`config.mk`:
```
export PLATFORM = sky130hd
export DESIGN_NAME = apb_gpio_ctrl
export DESIGN_NICKNAME = d
export VERILOG_FILES = /design/src/rtl/gpio_pkg.sv /design/src/rtl/gpio_sync_edge.sv /design/src/rtl/apb_gpio_ctrl.sv
export SDC_FILE = /design/constraint.sdc
export NUM_CORES = 1
export LEC_CHECK = 0
export BUFFER_PORTS_ARGS = -buffer_cell sky130_fd_sc_hd__buf_4
export CELL_PAD_IN_SITES_DETAIL_PLACEMENT = 1
export CELL_PAD_IN_SITES_GLOBAL_PLACEMENT = 2
export CORE_ASPECT_RATIO = 1.2
export CORE_UTILIZATION = 36
export CTS_CLUSTER_SIZE = 14
export DETAILED_ROUTE_END_ITERATION = 16
export PLACE_DENSITY = 0.92
export SETUP_SLACK_MARGIN = 0.2
export SYNTH_ARGS = -nofsm -noshare
export SYNTH_HDL_FRONTEND = slang
export SYNTH_SLANG_ARGS = --single-unit
```
`constraint.sdc`:
```
create_clock -name PCLK -period 2.45 [get_ports PCLK]
set_clock_uncertainty 0.2 [all_clocks]
set_input_delay 0.245 -clock PCLK [delete_from_list [all_inputs] [get_ports PCLK]]
set_output_delay 0.245 -clock PCLK [all_outputs]
set_load 0.02 [all_outputs]
```
`src/rtl/gpio_pkg.sv`:
```
// rtl/gpio_pkg.sv - register map, register-select decode and APB constants for apb_gpio_ctrl
package gpio_pkg;

    localparam logic [7:0] OFF_DATA_OUT   = 8'h00;
    localparam logic [7:0] OFF_DIR        = 8'h04;
    localparam logic [7:0] OFF_DATA_IN    = 8'h08;
    localparam logic [7:0] OFF_INT_EN     = 8'h0C;
    localparam logic [7:0] OFF_INT_TYPE   = 8'h10;
    localparam logic [7:0] OFF_INT_POL    = 8'h14;
    localparam logic [7:0] OFF_INT_STATUS = 8'h18;
    localparam logic [7:0] OFF_OUT_SET    = 8'h1C;
    localparam logic [7:0] OFF_OUT_CLR    = 8'h20;

    localparam logic PREADY_VAL = 1'b1;

    typedef enum logic [3:0] {
        SEL_DATA_OUT,
        SEL_DIR,
        SEL_DATA_IN,
        SEL_INT_EN,
        SEL_INT_TYPE,
        SEL_INT_POL,
        SEL_INT_STATUS,
        SEL_OUT_SET,
        SEL_OUT_CLR,
        SEL_NONE
    } reg_sel_e;

    // Unaligned offsets fall through to SEL_NONE, which the top treats as an error.
    function automatic reg_sel_e decode_sel(input logic [7:0] off);
        case (off)
            OFF_DATA_OUT:   return SEL_DATA_OUT;
            OFF_DIR:        return SEL_DIR;
            OFF_DATA_IN:    return SEL_DATA_IN;
            OFF_INT_EN:     return SEL_INT_EN;
            OFF_INT_TYPE:   return SEL_INT_TYPE;
            OFF_INT_POL:    return SEL_INT_POL;
            OFF_INT_STATUS: return SEL_INT_STATUS;
            OFF_OUT_SET:    return SEL_OUT_SET;
            OFF_OUT_CLR:    return SEL_OUT_CLR;
            default:        return SEL_NONE;
        endcase
    endfunction

endpackage

```
`src/rtl/gpio_sync_edge.sv`:
```
// rtl/gpio_sync_edge.sv - pin synchroniser, edge history, prime counter and per-pin event detection
module gpio_sync_edge
    import gpio_pkg::*;
#(
    parameter int NUM_PINS    = 32,
    parameter int SYNC_STAGES = 2
) (
    input  logic                clk_i,
    input  logic                rst_i,
    input  logic [NUM_PINS-1:0] pins_i,
    input  logic [NUM_PINS-1:0] int_type_i,
    input  logic [NUM_PINS-1:0] int_pol_i,
    output logic [NUM_PINS-1:0] sync_o,
    output logic [NUM_PINS-1:0] event_o
);

    localparam int PRIME_MAX = SYNC_STAGES + 1;
    localparam int CNT_W     = $clog2(PRIME_MAX + 1);

    logic [NUM_PINS-1:0] stage_q [SYNC_STAGES];
    logic [NUM_PINS-1:0] prev_q;
    logic [CNT_W-1:0]    prime_q;
    logic [CNT_W-1:0]    prime_d;
    logic                primed;
    logic [NUM_PINS-1:0] edge_ev;
    logic [NUM_PINS-1:0] level_ev;

    assign primed  = (prime_q == CNT_W'(PRIME_MAX));
    assign prime_d = primed ? prime_q : prime_q + CNT_W'(1);

    always_ff @(posedge clk_i) begin
        if (rst_i) begin
            for (int s = 0; s < SYNC_STAGES; s++) begin
                stage_q[s] <= '0;
            end
            prev_q  <= '0;
            prime_q <= '0;
        end else begin
            stage_q[0] <= pins_i;
            for (int s = 1; s < SYNC_STAGES; s++) begin
                stage_q[s] <= stage_q[s-1];
            end
            prev_q  <= stage_q[SYNC_STAGES-1];
            prime_q <= prime_d;
        end
    end

    assign sync_o = stage_q[SYNC_STAGES-1];

    // Edges are masked until the synchroniser and history flop hold real pin values.
    assign edge_ev  = (int_pol_i & sync_o & ~prev_q) | (~int_pol_i & ~sync_o & prev_q);
    assign level_ev = (int_pol_i & sync_o) | (~int_pol_i & ~sync_o);
    assign event_o  = (int_type_i & edge_ev & {NUM_PINS{primed}}) | (~int_type_i & level_ev);

endmodule

```
`src/rtl/apb_gpio_ctrl.sv`:
```
// rtl/apb_gpio_ctrl.sv - APB GPIO controller: register file, atomic set/clear, W1C status and irq
module apb_gpio_ctrl
    import gpio_pkg::*;
#(
    parameter int NUM_PINS    = 32,
    parameter int DATA_WIDTH  = 32,
    parameter int ADDR_WIDTH  = 8,
    parameter int SYNC_STAGES = 2
) (
    input  logic                    PCLK,
    input  logic                    PRESET,
    input  logic                    PSELx,
    input  logic                    PENABLE,
    input  logic                    PWRITE,
    input  logic [ADDR_WIDTH-1:0]   PADDR,
    input  logic [DATA_WIDTH-1:0]   PWDATA,
    input  logic [DATA_WIDTH/8-1:0] PSTRB,
    output logic [DATA_WIDTH-1:0]   PRDATA,
    output logic                    PREADY,
    output logic                    PSLVERR,
    input  logic [NUM_PINS-1:0]     gpio_in,
    output logic [NUM_PINS-1:0]     gpio_out,
    output logic [NUM_PINS-1:0]     gpio_oe,
    output logic                    irq
);

    logic                  access;
    logic                  err;
    logic                  wr_en;
    reg_sel_e              sel;
    logic [DATA_WIDTH-1:0] byte_mask;
    logic [NUM_PINS-1:0]   keep;
    logic [NUM_PINS-1:0]   wbits;
    logic [NUM_PINS-1:0]   w1c;
    logic [NUM_PINS-1:0]   sync_pins;
    logic [NUM_PINS-1:0]   events;
    logic [NUM_PINS-1:0]   rd_pins;

    logic [NUM_PINS-1:0] data_out_q, data_out_d;
    logic [NUM_PINS-1:0] dir_q, dir_d;
    logic [NUM_PINS-1:0] int_en_q, int_en_d;
    logic [NUM_PINS-1:0] int_type_q, int_type_d;
    logic [NUM_PINS-1:0] int_pol_q, int_pol_d;
    logic [NUM_PINS-1:0] int_status_q, int_status_d;
    logic                irq_q, irq_d;

    gpio_sync_edge #(
        .NUM_PINS    (NUM_PINS),
        .SYNC_STAGES (SYNC_STAGES)
    ) u_sync_edge (
        .clk_i      (PCLK),
        .rst_i      (PRESET),
        .pins_i     (gpio_in),
        .int_type_i (int_type_q),
        .int_pol_i  (int_pol_q),
        .sync_o     (sync_pins),
        .event_o    (events)
    );

    assign access = PSELx & PENABLE;
    assign sel    = (PADDR <= ADDR_WIDTH'(OFF_OUT_CLR)) ? decode_sel(PADDR[7:0]) : SEL_NONE;
    assign err    = access & ((sel == SEL_NONE) | (PWRITE & (sel == SEL_DATA_IN)));
    assign wr_en  = access & PWRITE & ~err;

    always_comb begin
        byte_mask = '0;
        for (int i = 0; i < DATA_WIDTH / 8; i++) begin
            byte_mask[8*i +: 8] = {8{PSTRB[i]}};
        end
    end

    assign keep  = byte_mask[NUM_PINS-1:0];
    assign wbits = PWDATA[NUM_PINS-1:0] & keep;

    always_comb begin
        data_out_d = data_out_q;
        dir_d      = dir_q;
        int_en_d   = int_en_q;
        int_type_d = int_type_q;
        int_pol_d  = int_pol_q;
        w1c        = '0;
        if (wr_en) begin
            case (sel)
                SEL_DATA_OUT:   data_out_d = (data_out_q & ~keep) | wbits;
                SEL_DIR:        dir_d      = (dir_q & ~keep) | wbits;
                SEL_INT_EN:     int_en_d   = (int_en_q & ~keep) | wbits;
                SEL_INT_TYPE:   int_type_d = (int_type_q & ~keep) | wbits;
                SEL_INT_POL:    int_pol_d  = (int_pol_q & ~keep) | wbits;
                SEL_INT_STATUS: w1c        = wbits;
                SEL_OUT_SET:    data_out_d = data_out_q | wbits;
                SEL_OUT_CLR:    data_out_d = data_out_q & ~wbits;
                default:        ;
            endcase
        end
        // A fresh event beats a simultaneous W1C of the same bit.
        int_status_d = (int_status_q & ~w1c) | events;
        irq_d        = |(int_status_q & int_en_q);
    end

    always_ff @(posedge PCLK) begin
        if (PRESET) begin
            data_out_q   <= '0;
            dir_q        <= '0;
            int_en_q     <= '0;
            int_type_q   <= '0;
            int_pol_q    <= '0;
            int_status_q <= '0;
            irq_q        <= 1'b0;
        end else begin
            data_out_q   <= data_out_d;
            dir_q        <= dir_d;
            int_en_q     <= int_en_d;
            int_type_q   <= int_type_d;
            int_pol_q    <= int_pol_d;
            int_status_q <= int_status_d;
            irq_q        <= irq_d;
        end
    end

    always_comb begin
        rd_pins = '0;
        case (sel)
            SEL_DATA_OUT:   rd_pins = data_out_q;
            SEL_DIR:        rd_pins = dir_q;
            SEL_DATA_IN:    rd_pins = sync_pins;
            SEL_INT_EN:     rd_pins = int_en_q;
            SEL_INT_TYPE:   rd_pins = int_type_q;
            SEL_INT_POL:    rd_pins = int_pol_q;
            SEL_INT_STATUS: rd_pins = int_status_q;
            default:        rd_pins = '0;
        endcase
        PRDATA = '0;
        if (access && !err) begin
            PRDATA[NUM_PINS-1:0] = rd_pins;
        end
    end

    assign PSLVERR  = err;
    assign PREADY   = PREADY_VAL;
    assign gpio_out = data_out_q;
    assign gpio_oe  = dir_q;
    assign irq      = irq_q;

endmodule

```
---- Word level (Yosys, flattened, before mapping) ----
Memory sizes are Yosys's and may differ from the RTL's.
Cells that the tools add are included.
cells by class
  add/sub/neg operators ................... 1
  order comparisons ....................... 1
  equality and inequality tests ........... 18
  mux-type cells .......................... 12
  bitwise logic cells ..................... 42
  reduce and logical (&&, ||, !) cells .... 11
operator list
  operator                                             count
  bitwise AND 32 bit                                   16
  OR 32 bit                                            10
  inverter 32 bit                                      7
  one-hot mux 32 bit (7 select lines)                  1
  2-to-1 mux 32 bit                                    5
  one-hot mux 32 bit (3 select lines)                  1
  one-hot mux 4 bit (9 select lines)                   1
  equality test 8 x 5 -> 1 bit, second input constant  4
  OR reduction 32 bit                                  1
  equality test 4 x 3 -> 1 bit, second input constant  4
  equality test 8 x 4 -> 1 bit, second input constant  2
  AND reduction 2 bit                                  5
  equality test 4 x 2 -> 1 bit, second input constant  2
  equality test 4 bit, second input constant           2
  equality test 8 x 3 -> 1 bit, second input constant  1
  equality test 8 x 6 -> 1 bit, second input constant  1
  <= comparator 8 x 6 -> 1 bit, second input constant  1
  zero test 8 bit                                      1
  bitwise AND 1 bit                                    5
  equality test 4 x 1 -> 1 bit, second input constant  1
  zero test 4 bit                                      1
  2-to-1 mux 4 bit                                     1
  2-to-1 mux 1 bit                                     3
  OR 1 bit                                             3
  other kinds (6)                                      6
storage, ports and cells
  register bits ........................... 227
  memory bits (writable) .................. 64
  logic and storage cells ................. 95
  memories kept ........................... 1
memory list
  memory               depth  bits a word  rd ports  clocked after memory_dff  write ports  RTL line              text
  u_sync_edge.stage_q  2      32           2         0                         2            gpio_sync_edge.sv:20  logic [NUM_PINS-1:0] stage_q [SYNC_STAGES];

---- Longest topological paths before layout ----
  word-level depth ........................ 13
  depth in mapped cells ................... 8

---- Hierarchy ----
Synthesis repeated with hierarchy kept, for this count alone.
second synthesis, totals
  cell total of the unflattened synthesis .. 1619
  area total of the unflattened synthesis .. 14121.0 µm²
modules (own cells, without submodules)
  module          times used  cells an instance  area each (µm²)  seq. area each (µm²)
  apb_gpio_ctrl   1           1149               9574.2           3863.7
  gpio_sync_edge  1           470                4546.9           1961.9

---- Least setup slack after synthesis ----
No wires, ideal clock.
  path type ............................... in2out
  start point ............................. in PADDR[1]
  end point ............................... out PRDATA[13]
  data arrival time ....................... 2.098 ns
  required time ........................... 2.005 ns
  path slack .............................. -0.093 ns
  cell stages on the path ................. 6
  buffers on the path ..................... 2
  cells stage by stage .................... or4_4 -> buf_6 -> nor2_1 -> nand4_1 -> buf_2 -> a211oi_1
on the way
  longest elaborated chain between the ends .. 10
  elaborated cells between the ends (all ways) .. 27
  those cells by class .................... order compare: 1; eq/ne: 15; mux: 4; bitwise: 3; reduce/logical: 4
RTL lines
  element                                                     RTL line                                   text
  start, declared                                             apb_gpio_ctrl.sv:15                        input logic [ADDR_WIDTH-1:0] PADDR,
  equality test 8 x 6 -> 1 bit, or another cell as far along  gpio_pkg.sv:31                             case (off)
  one-hot mux 4 bit (9 select lines)                          gpio_pkg.sv:31
  2-to-1 mux 4 bit *                                          apb_gpio_ctrl.sv:61                        assign sel = (PADDR <= ADDR_WIDTH'(OFF_OUT_CLR)) ? decode_sel(PADDR[7:0]) : SEL_NONE;
  equality test 4 x 2 -> 1 bit                                apb_gpio_ctrl.sv:62, apb_gpio_ctrl.sv:122
  bitwise AND 1 bit                                           apb_gpio_ctrl.sv:62                        assign err = access & ((sel == SEL_NONE) | (PWRITE & (sel == SEL_DATA_IN)));
  OR 1 bit                                                    apb_gpio_ctrl.sv:62
  bitwise AND 1 bit                                           apb_gpio_ctrl.sv:62
  zero test 1 bit                                             apb_gpio_ctrl.sv:133                       if (access && !err) begin
  logical AND 1 bit                                           apb_gpio_ctrl.sv:133
  2-to-1 mux 32 bit *                                         apb_gpio_ctrl.sv:133
  end, declared                                               apb_gpio_ctrl.sv:18                        output logic [DATA_WIDTH-1:0] PRDATA,
Every way passes the cells marked *; elsewhere a longest branch is shown, timed or not.

---- Final worst setup path ----
  start point ............................. reg data_out_q[7] (netlist: gpio_out[7])
  end point ............................... out PRDATA[7]
on the way
  longest elaborated chain between the ends .. 2
RTL lines
  element                              RTL line              text
  start, declared                      apb_gpio_ctrl.sv:39   logic [NUM_PINS-1:0] data_out_q, data_out_d;
  start signal, assigned               apb_gpio_ctrl.sv:110  data_out_q <= data_out_d;
  one-hot mux 32 bit (7 select lines)  apb_gpio_ctrl.sv:122  case (sel)
  2-to-1 mux 32 bit                    apb_gpio_ctrl.sv:133
Every way passes these cells.

==> out/metrics.cfg <==
[worst_hold_path]
hold_path.class=input pin to flop

[sta]
fin_setup_tns_ps=-0.00111
maxSlewViolCount=0
fmax_ghz=0.408
rsz0062_at_grt=true
finalCriticalPeriod_ps=2450
fin_crit_sh=1.00
layout_setup_ws_ps=-0.00111
timing.slew.headroom=0.403
setup_viol=1
worst_pin_slew_ps=895
hold_viol_final=0

[pwr]
p_sw_frac=0.255
switching_power_mw=2.73
power_leakage_nw=8.61
p_int_mw=7.99
ir_worst_vdd_mv=0.558
pwr-share-comb=0.096
pwr-share-seq=0.459
powerDensity_nw_per_um2=559
clkPwrFrac=0.445

[drt]
antenna_left=0
firstDrtPassIters=11
drt-initial-drc-count=861
route.detailed.drc=4
route.vias.total=13300
routed_wl_um=55800
wire_per_inst_um=23.3
via_per_inst=5.56

[critical_path]
critical_path.endpoint=PRDATA[7]
crit_path_max_fanout=4
arrival_ps=2010
crit_type=flop to output pin
required_ps=2010
r2r_cells=5
r2r_start=u_sync_edge.stage_q[0][54]
r2r_end=int_status_q[22]
cp-end-kind=output pin
crit_start=gpio_out[7]
ff2ff_setup_slack_ps=720
worst_setup_path_start_kind=flop

[grt]
antenna_found_initial=1
grt_pass1_wl_um=83700
grt_max_degree=131
grt_pass1_vias=14100
overflow=0
grt_use_total=0.275

[floorplan]
ioPinCount=180
die_w_um=183
die_y_um=219
start_util=0.365
rows=79
die-area_sq_um=40000
core-area_sq_um=38600

[final_layout]
drive_above_1_share=0.269
syn_to_final_growth_pct=35.9
finalNetCount=1991
nFillCells=4324

[logic_synthesis]
synth.area.top_cells=dfxtp_1 41%, mux2i_1 11%, nor2_1 5.8%
seq_area_frac_synth=0.413
syn_inst=1529
synthArstFlopShare=0
yosysTopAreaCellShare=0.413
yosysTopAreaCell=dfxtp_1
synth_edf_count=0
syn-num-nets=1675
yosys_warnings=0
yosys_most_used_dff=dfxtp_1
syn_area_per_cell_sq_um=9.22
synth_cell_types=61
synth_seq_cells=291
netlist_area_sq_um=14100

[clock_network]
cts_buffers=31
cts_sinks=291
cts_max_path_buffers=3
clk_latency_ps=570
path_clk_slew_ps=70
cts_tree=yes
htree_levels=1
clockRootBuffer=clkbuf_16

[placed_design]
io_buffers=178
dp_hpwl_um=37600
place_congestion=0.917
place_ws_ps=-11.0

[run_status]
status=complete, but fails checks
violations=design-rule violations, negative setup slack

[run]
drv_cap=0

Yosys cell counts (7+ instances only):
cell and n:
a21oi_1 72, dfxtp_1 291, and3_1 23, mux2_2 51
a22o_1 17, nand3b_1 16, clkbuf_1 65, a211o_1 11
nor3_1 7, nand2_1 26, ha_1 65, nand4_1 17
o2bb2ai_1 9, inv_1 97, mux4_2 9, buf_2 19
a22oi_1 39, a31oi_1 39, buf_1 7, nand3_1 49
nor2b_1 70, nor2_1 218, mux2i_1 155, o21ai_0 55
stage by stage:
step	total power [mW]	instance area, sq um	util	instances	hold WS (ps)
after floorplan	5.45	14300	-	1529	173
after global placement	5.86	16800	0.434	2241	217
after detailed placement	5.89	16800	0.434	2241	225
after CTS	10.7	19100	0.494	2394	41.4
after global routing	11.0	19200	0.496	2396	96.4
final	10.7	19200	0.496	2396	48.0
final cells by class:
cell class / count / area, sq um / share of cell area
antenna: 1 / 2.50 / 0.000131
clock buffer: 43 / 881 / 0.0460
clock inverter: 14 / 131 / 0.00686
inverter: 98 / 368 / 0.0192
multi-input combinational: 1040 / 7870 / 0.411
sequential: 291 / 5870 / 0.306
tap: 526 / 658 / 0.0343
timing repair buffer: 383 / 3380 / 0.177
worst min-delay path by stage:
| stage | slack, ps | cells after the start | start | end |
|---|---|---|---|---|
| final | 50 | 6 | PADDR[0] | gpio_out[7] |
| after detailed placement | 230 | 1 | u_sync_edge.stage_q[0][1] | u_sync_edge.stage_q[0][33] |
| after global routing | 100 | 6 | PADDR[0] | gpio_out[7] |
| after CTS | 40 | 6 | PADDR[0] | gpio_out[7] |
| after global placement | 220 | 1 | u_sync_edge.stage_q[0][30] | u_sync_edge.stage_q[0][62] |
| after floorplan | 170 | 1 | gpio_in[0] | u_sync_edge.stage_q[0][0] |
critical path, cell delays in order (launching register included):
cell and delay [ps]:
dfxtp_1 400, mux2i_1 110, o21ai_0 260, a22oi_2 140, buf_4 190, a21oi_4 190
buf_6 140
routing by layer:
metal  global-route usage  share of wire  vias to the layer above
li1                     -              -                     6007
met1                0.326           0.40                     6651
met2                0.484           0.50                      480
met3               0.0344          0.055                      172
met4                0.144          0.053                        0
met5                    0              0                        -
power groups by stage:
stage / clock network, mW / registers (mW) / logic [mW]
floorplan: 0 / 4.98 / 0.464
global placement: 0 / 5.02 / 0.844
detailed placement: 0 / 5.02 / 0.870
CTS: 4.81 / 4.91 / 1.00
global route: 5.01 / 4.92 / 1.09
finish: 4.77 / 4.92 / 1.03
placed cells by master (no fill, tap or decap), types with 11 or more instances in the layout:
cell type	Yosys	final
a211o_1	11	11
a21oi_1	72	50
a21oi_2	0	11
a21oi_4	0	11
a22o_1	17	17
a22oi_1	39	31
a31oi_1	39	34
and3_1	23	23
buf_12	0	13
buf_4	3	260
buf_6	3	26
clkbuf_16	0	31
dfxtp_1	291	269
dfxtp_2	0	17
dlygate4sd3_1	0	81
ha_1	65	65
inv_1	97	97
mux2_2	51	50
mux2i_1	155	154
nand2_1	26	26
nand3_1	49	49
nand3b_1	16	16
nand4_1	17	17
nor2_1	218	214
nor2b_1	70	68
o21ai_0	55	53
timing repair:
item	4_1_cts	5_1_grt
pin swaps	19	8
hold buffers	81	0
endpoints found under the setup margin	32	32
hold endpoints to repair	232	0
gates cloned	2	0
buffers inserted	13	1
gates resized for setup	84	15
logic make-up (layout without fill, tap and decap cells):
family	after synthesis	count (layout)	share of synthesized area
flops	291	291	0.413
simple gates	475	475	0.173
other cells	1	2	0.000266
compound gates	283	283	0.131
fa+ha+maj	65	65	0.0577
mux	215	215	0.165
xor+xnor	1	1	0.000621
buf+inv	198	538	0.0589
(Power assumes the default switching activity.)
